==> src/rtl/svc_rv_io_uart.sv <==
// MMIO byte-stream UART front end: TX FIFO drained over a valid/ready byte
// stream, single-byte RX holding register, and a STATUS word with sticky overflow.
module svc_rv_io_uart #(
    parameter int unsigned TX_DEPTH = 4
) (
    input  logic        clk,
    input  logic        rst_n,
    input  logic        io_ren,
    input  logic [31:0] io_raddr,
    output logic [31:0] io_rdata,
    input  logic        io_wen,
    input  logic [31:0] io_waddr,
    input  logic [31:0] io_wdata,
    input  logic [3:0]  io_wstrb,
    output logic        utx_valid,
    output logic [7:0]  utx_data,
    input  logic        utx_ready,
    input  logic        urx_valid,
    input  logic [7:0]  urx_data,
    output logic        urx_ready
);

    typedef enum logic [1:0] {
        REG_TXDATA = 2'd0,
        REG_STATUS = 2'd1,
        REG_RXDATA = 2'd2,
        REG_RSVD   = 2'd3
    } reg_sel_e;

    localparam int unsigned PW = $clog2(TX_DEPTH);
    localparam int unsigned CW = PW + 1;

    logic [7:0]    tx_mem [TX_DEPTH];
    logic [PW-1:0] wptr;
    logic [PW-1:0] rptr;
    logic [CW-1:0] count;
    logic [7:0]    count8;
    logic          tx_ovf;
    logic          tx_full;
    logic          tx_empty;
    logic          wr_tx;
    logic          push;
    logic          pop;
    logic          ovf_set;
    logic          ovf_clr;

    logic          rx_full;
    logic          rx_full_next;
    logic [7:0]    rx_byte;
    logic          rx_capture;
    logic          rx_pop;
    logic [31:0]   rdata_next;

    reg_sel_e      wsel;
    reg_sel_e      rsel;

    logic          unused_bits;

    assign wsel = reg_sel_e'(io_waddr[3:2]);
    assign rsel = reg_sel_e'(io_raddr[3:2]);

    assign tx_full   = (count == CW'(TX_DEPTH));
    assign tx_empty  = (count == '0);
    assign utx_valid = !tx_empty;
    assign utx_data  = tx_mem[rptr];
    assign count8    = 8'(count);

    // A write to a full FIFO is still accepted when the head leaves in the same cycle.
    assign pop     = utx_valid && utx_ready;
    assign wr_tx   = io_wen && (wsel == REG_TXDATA) && io_wstrb[0];
    assign push    = wr_tx && (!tx_full || pop);
    assign ovf_set = wr_tx && !push;
    assign ovf_clr = io_wen && (wsel == REG_STATUS) && io_wstrb[0] && io_wdata[3];

    always_ff @(posedge clk) begin
        if (push) begin
            tx_mem[wptr] <= io_wdata[7:0];
        end
    end

    always_ff @(posedge clk or negedge rst_n) begin
        if (!rst_n) begin
            wptr   <= '0;
            rptr   <= '0;
            count  <= '0;
            tx_ovf <= 1'b0;
        end else begin
            if (push) wptr <= wptr + PW'(1);
            if (pop)  rptr <= rptr + PW'(1);
            case ({push, pop})
                2'b10:   count <= count + CW'(1);
                2'b01:   count <= count - CW'(1);
                default: count <= count;
            endcase
            if (ovf_set)      tx_ovf <= 1'b1;
            else if (ovf_clr) tx_ovf <= 1'b0;
        end
    end

    assign rx_capture = urx_valid && urx_ready;
    assign rx_pop     = io_ren && (rsel == REG_RXDATA) && rx_full;

    always_comb begin
        rx_full_next = rx_full;
        if (rx_capture) rx_full_next = 1'b1;
        if (rx_pop)     rx_full_next = 1'b0;
    end

    // urx_ready is registered so it stays low out of reset and through the pop cycle.
    always_ff @(posedge clk or negedge rst_n) begin
        if (!rst_n) begin
            rx_full   <= 1'b0;
            rx_byte   <= '0;
            urx_ready <= 1'b0;
        end else begin
            rx_full   <= rx_full_next;
            urx_ready <= !rx_full_next;
            if (rx_capture) rx_byte <= urx_data;
        end
    end

    always_comb begin
        rdata_next = '0;
        case (rsel)
            REG_STATUS: rdata_next = {16'b0, count8, 4'b0, tx_ovf, rx_full, tx_empty, tx_full};
            REG_RXDATA: rdata_next = rx_full ? {23'b0, 1'b1, rx_byte} : '0;
            default:    rdata_next = '0;
        endcase
    end

    always_ff @(posedge clk or negedge rst_n) begin
        if (!rst_n) begin
            io_rdata <= '0;
        end else if (io_ren) begin
            io_rdata <= rdata_next;
        end
    end

    assign unused_bits = ^{io_raddr[31:4], io_raddr[1:0], io_waddr[31:4], io_waddr[1:0],
                           io_wdata[31:8], io_wstrb[3:1]};

endmodule

==> config.mk <==
export PLATFORM = sky130hd
export DESIGN_NAME = svc_rv_io_uart
export DESIGN_NICKNAME = d
export VERILOG_FILES = /design/src/rtl/svc_rv_io_uart.sv
export SDC_FILE = /design/constraint.sdc
export NUM_CORES = 1
export LEC_CHECK = 0
export BUFFER_PORTS_ARGS = -buffer_cell sky130_fd_sc_hd__buf_2
export CAP_MARGIN = 10
export CORE_UTILIZATION = 47
export CTS_CLUSTER_SIZE = 16
export DETAILED_ROUTE_END_ITERATION = 10
export PLACE_DENSITY = 0.85
export SETUP_SLACK_MARGIN = 0.4
export SYNTH_ARGS = -nofsm -noshare
export SYNTH_HDL_FRONTEND = slang
export SYNTH_SLANG_ARGS = --single-unit
==> constraint.sdc <==
create_clock -name clk -period 3.9 [get_ports clk]
set_clock_uncertainty 0.15 [all_clocks]
set_input_delay 0 -clock clk [delete_from_list [all_inputs] [get_ports clk]]
set_output_delay 0 -clock clk [all_outputs]
set_load 0.005 [all_outputs]
==> results of run 1 <==
[per-stage QoR]
stage	worst slack, ns	utilization [%]
CTS	1.747	60.43
detailed placement	1.817	52.63
global placement	1.882	52.63
finish	1.763	60.43
floorplan	1.983	-
global route	1.589	60.43
[flip-flops by register name, summed over array words and instances, names as in the netlist]
register,flops
tx_mem,32
wptr,2
rptr,2
rx_byte,8
io_rdata,11
count,3
urx_ready,1
rx_full,1
tx_ovf,1
[power breakdown]
part | internal, mW | switching (mW) | total (mW)
logic | 0.271 | 0.189 | 0.461
clock network | 0.285 | 0.217 | 0.503
registers | 0.794 | 0.122 | 0.916
[what timing repair did]
action,in CTS,in global routing
gates resized for setup,0,0
endpoints found under the hold margin,78,0
hold buffers,24,0
[cells by family (layout without fill, tap and decap cells)]
group           after synthesis  in the layout
flops                        61             61
mux                          18             18
fa+ha+maj                     7              7
compound gates               23             23
other cells                   1             21
xor+xnor                      4              4
buf+inv                      36             98
simple gates                 27             27
[worst paths after layout]
check                       startpoint      endpoint  slack, ns
min in group clk           io_wstrb[0]      count[2]       0.17
max in group asynchronous        rst_n       rptr[1]       3.09
setup reg to reg              count[2]      count[2]       1.79
hold reg to reg            io_rdata[2]   io_rdata[2]       0.34
setup / recovery           io_waddr[2]  tx_mem[2][5]       1.76
hold / removal                   rst_n   io_rdata[5]       0.09
[layout make-up]
cell class	instances	area [um2]	area share [%]
Tap cell	72	90.09	2.724
Inverter	11	41.29	1.249
Clock buffer	13	170.2	5.146
Timing Repair Buffer	71	475.5	14.38
Clock inverter	3	16.27	0.4919
Multi-Input combinational cell	100	827.0	25.01
Sequential cell	61	1687	51.00
[cell usage in the layout, fill, tap and decap left out, types with 2 or more instances in the layout]
cell type,netlist,routed
a22o_1,5,5
and2_1,4,4
a22oi_1,2,2
dfrtp_1,29,29
conb_1,1,21
clkbuf_8,0,10
clkbuf_1,1,2
ha_1,6,6
edfxtp_1,32,32
xnor2_1,3,3
a21oi_1,3,3
dlygate4sd3_1,0,24
nor2_1,5,5
o21ai_0,6,6
mux2_2,8,8
clkinv_2,0,2
buf_2,2,47
a31oi_1,2,2
mux4_2,8,8
inv_1,11,11
nand2_1,8,8
[layer usage]
metal / up-vias / GRT usage [%] / wire (um)
li1: 761 / - / -
met1: 792 / 21.28 / 2023
met2: 43 / 27.26 / 2334
met4: 0 / 7.547 / 42
met3: 2 / 4.643 / 128
met5: - / 0 / 0
==> impl_metrics.ini, run 1 <==
[routing]
routedWlPerCell_um = 13.68
drt_iter0_markers = 100
drc_errors = 0
first_pass_iters = 4
detailroute.via_count = 1598
viasPerCell = 4.828
drtAntennaViolNets = 0
wl_um = 4528

[sta]
hold_viol = 0
max_freq_mhz = 468.1
period_needed_ns = 2.137
rsz0062_at_grt = no
setup_viol = 0
max-slew-margin-rel_pct = 35.88
whs_ns = 0.09075
slew_viol_final = 0
post-route-period-util_pct = 54.78
worstMarginPinSlew_ns = 0.9544
fin_tns_setup_ns = 0

[critical_path]
critPathCaptureType = flop
crit_chain = dlygate4sd3_1, buf_2, nand4bb_1, nor2_1, and2_1
critical_path_arrival_ns = 1.95
path_buf_inv = 2
cp-start-kind = input pin
cp_max_fo = 8
cp_slowest_cell = dlygate4sd3_1
worst-path-stages = 5
crit_family = simple AND/OR/NAND/NOR gates
required_ns = 3.71
path_class = in2reg
critPathMaxStageDelay_ns = 0.53
worstRegToRegCells = 7

[clocking]
postCtsSetupRepairBufs = 0
h-tree-depth = 3
cts_sinks = 61
clk_pin_slew_worst_paths_ns = 0.07
root_buffer = clkbuf_8
cts_buffer_depth = 2
cts_buffers = 9
cts_tree = yes
clk_latency_ns = 0.31

[power]
power.total_mw = 1.880
leakagePower_nw = 1.439
vdd_drop_max_v = 0.0002292
power.density_nw_per_um2 = 568.4

[synth]
synth.largest_area_cell = edfxtp_1
synth_mux_area_share_pct = 11.12
syn_inst = 177
yosysMostFrequentCell = edfxtp_1
ys_types = 39
synthAdderAreaFrac_pct = 3.582
synth-edff-count = 32
synth_top_area_share_pct = 36.19
ys_warn_count = 0
synth.area.top_cells = edfxtp_1 (36%), dfrtp_1 (27%), mux4_2 (6.8%)
ys_dominant_reg_cell = edfxtp_1
synth.avg_cell_area_um2 = 15.00
synth_top_family_by_area = multiplexers
synth_compound_area_share_pct = 6.126
synthSimpleGateAreaFrac_pct = 6.032
synthXorXnorAreaFrac_pct = 1.320
syn-cell-area_um2 = 2655
async_flop_share_pct = 47.54
synth-seq-cells = 61
netlist_top_cells_count = edfxtp_1 (32), dfrtp_1 (29), buf_4 (21), inv_1 (11)
seq_area_frac_synth_pct = 63.52

[floorplanning]
die_w_um = 77.16
io_pins = 156
num_rows = 27
die-area_um2 = 5954
initial_utilization_pct = 48.51
die_h_um = 77.16
coreArea_um2 = 5473

[global_routing]
grt_max_degree = 30
grt.overflow.total = 0
track_usage_pct = 16.92
antenna_found_initial = 0
grt_pass1_wl_um = 7403
grt_pass1_vias = 1534

[layout]
final_area_um2 = 3307
syn_to_final_growth_pct = 24.55
diodes = 0
nNetsFinal = 375
drive_above_1_share_pct = 31.66
final_cells = 331
fillers = 429

[placement]
dp_cells = 291
place_area_um2 = 2880
gpl.final_weighted_congestion = 0.7683
port_buffers = 47
dp_hpwl_um = 3166

[worst_hold_path]
hold_class = in2async

[flow_run]
drv_cap = 0

[outcome]
outcome = completed
No activity file was read; power rests on OpenSTA's default activity.
==> inputs of run 2 (changes only) <==
--- a/config.mk
+++ b/config.mk
@@ -7,10 +7,10 @@
 export LEC_CHECK = 0
 export BUFFER_PORTS_ARGS = -buffer_cell sky130_fd_sc_hd__buf_2
 export CAP_MARGIN = 10
-export CORE_UTILIZATION = 47
+export CORE_UTILIZATION = 43
 export CTS_CLUSTER_SIZE = 16
 export DETAILED_ROUTE_END_ITERATION = 10
-export PLACE_DENSITY = 0.85
+export PLACE_DENSITY = 0.79
 export SETUP_SLACK_MARGIN = 0.4
 export SYNTH_ARGS = -nofsm -noshare
 export SYNTH_HDL_FRONTEND = slang
==> constraint.sdc (replaced) <==
create_clock -name clk -period 2.05 [get_ports clk]
set_clock_uncertainty 0.15 [all_clocks]
set_input_delay 0 -clock clk [delete_from_list [all_inputs] [get_ports clk]]
set_output_delay 0 -clock clk [all_outputs]
set_load 0.005 [all_outputs]
==> run 2 against run 1 <==
- the run now ends with negative hold slack left
- core utilization decreased by 2.5 points
- critical path type is now reg2reg
- routed wire length increased by 11%
- register-to-register slack got worse by 1.6 ns
- global-route usage decreased by 0.20 points
- flip-flop and latch count unchanged
- design area increased by 4.4%
- power increased by 120%
- combinational power increased by 150%
- clock power increased by 150%
- worst setup slack got worse by 1.6 ns
- hold slack got worse by 0.25 ns
- via count increased by 0.50%
- largest cell class unchanged
==> impl_metrics.ini, run 2 (synthesis results as in run 1) <==
[outcome]
outcome = finished, violations left
violations = negative hold slack

[floorplanning]
die_h_um = 80.58
io_pins = 156
num_rows = 28
coreArea_um2 = 5956
die-area_um2 = 6493
die_w_um = 80.58
initial_utilization_pct = 44.58

[routing]
highest_layer = met4
met3_length_um = 185
wl_um = 5021
wl_met1_um = 2230
detailroute.via_count = 1606
routedWlPerCell_um = 14.60
viasPerCell = 4.669
drtAntennaViolNets = 0
drt_iter0_markers = 112
first_pass_iters = 4
dr_wl_met2_um = 2490
drc_errors = 0

[layout]
diodes = 0
nNetsFinal = 385
final_area_um2 = 3452
reg_top3 = tx_mem: 32 flops, io_rdata: 11 flops, rx_byte: 8 flops
drive_above_1_share_pct = 38.29
syn_to_final_growth_pct = 30.02
largest_register_ffs = 32
regMostFlops = tx_mem
layout_commonest_cell = buf_2
post-route-util_pct = 57.96
most-common-layout-cells = buf_2 (47), edfxtp_1 (32), dfrtp_1 (29), conb_1 (21), dlygate4sd3_1 (21)

[placement]
dp_hpwl_um = 3185
place_area_um2 = 2934
gpl.final_weighted_congestion = 0.7730
port_buffers = 47
dp_slack_ns = 0.1302

[flow_run]
drv_cap = 0

[clocking]
cts_buffers = 9
cts_sinks = 61
ctsHoldBuffers = 22
cts_tree = yes
cts_buffer_depth = 2
clk_latency_ns = 0.33
clk_pin_slew_worst_paths_ns = 0.07
h-tree-depth = 3
root_buffer = clkbuf_8

[sta]
slew_viol_final = 0
fin_tns_setup_ns = 0
whs_ns = -0.1567
max-slew-margin-rel_pct = 58.01
worstMarginPinSlew_ns = 0.6299
timing.final.ws_setup_ns = 0.2001
post-route-period-util_pct = 90.24
hold_viol = 4
period_needed_ns = 1.850
max_freq_mhz = 540.6
setup_viol = 0
rsz0062_at_grt = yes

[power]
leakagePower_nw = 1.515
sequentialPowerShare_pct = 41.3
switching_share_pct = 26.96
p_switching_mw = 1.096
power.internal_mw = 2.970
pwr-share-comb_pct = 28.2
vdd_drop_max_v = 0.0006472
p_clk_share_pct = 30.5
power.density_nw_per_um2 = 1178

[global_routing]
track_usage_pct = 16.72
grt.overflow.total = 0
antenna_found_initial = 0
grt_max_degree = 30
grt_pass1_wl_um = 7790
grt_pass1_vias = 1629

[critical_path]
cp_max_fo = 3
critPathCaptureType = flop
cp-start-kind = flop
critical_path_arrival_ns = 1.92
required_ns = 2.12
path_class = reg2reg

[worst_hold_path]
hold_class = in2reg
## run 2: cell count changes in the layout (fill, tap and decap cells not counted), sizes merged
cell / change
buf: +13
bufinv: +3
dlygate4sd3: -3
clkbuf: -2
inv: -1
## run 2: layout make-up
| type | instances | area (um2) |
|---|---|---|
| multi-input cells | 100 | 849.6 |
| inverters | 11 | 41.29 |
| clock buffers | 11 | 131.4 |
| flip-flops and latches | 61 | 1687 |
| well taps | 75 | 93.84 |
| clock inverters | 5 | 98.84 |
| repair buffers | 81 | 550.5 |
| fillers | 472 | 2504 |
## run 2: repair_timing
item                                    in CTS  in global routing
buffers inserted                             5                  2
hold endpoints to repair                    76                  2
pin swaps                                    3                  1
gates resized for setup                      6                  4
endpoints found under the setup margin      43                 45
## run 2: path summary, 6_finish.rpt
kind                       startpoint          end  slack [ns]  cells after the start
max                          count[1]     count[2]        0.20                      7
min                         utx_ready     count[2]       -0.16                      3
max reg2reg                  count[1]     count[2]        0.20                      7
min reg2reg                rx_byte[7]  io_rdata[7]        0.35                      1
max in group asynchronous       rst_n      wptr[0]        1.26                      2
min in group asynchronous       rst_n  io_rdata[5]        0.07                      2
## run 2: critical path: stages, from the launching register on
cell      delay, ns
dfrtp_1        0.41
or3_4          0.40
and2_4         0.15
nand2_2        0.06
fa_2           0.21
and4bb_2       0.23
o21ai_2        0.05
o311ai_1       0.08
## run 2: through the flow
stage	total power, mW	std cells
floorplan	2.345	197
global placement	2.616	300
detailed placement	2.660	300
CTS	4.035	343
global route	4.295	344
finish	4.066	344
## run 2: power by group through the flow
stage               Sequential (mW)  Clock, mW  Combinational [mW]
CTS                            1.68       1.25                1.11
floorplan                      1.64          0               0.702
global placement               1.69          0               0.930
detailed placement             1.70          0               0.962
global route                   1.70       1.32                1.27
finish                         1.68       1.24                1.14
## run 2: per-layer routing
layer / up-vias / track usage (%)
met4: 0 / 8.214
met2: 46 / 27.03
met3: 12 / 4.432
li1: 774 / -
met5: - / 0
met1: 774 / 20.59
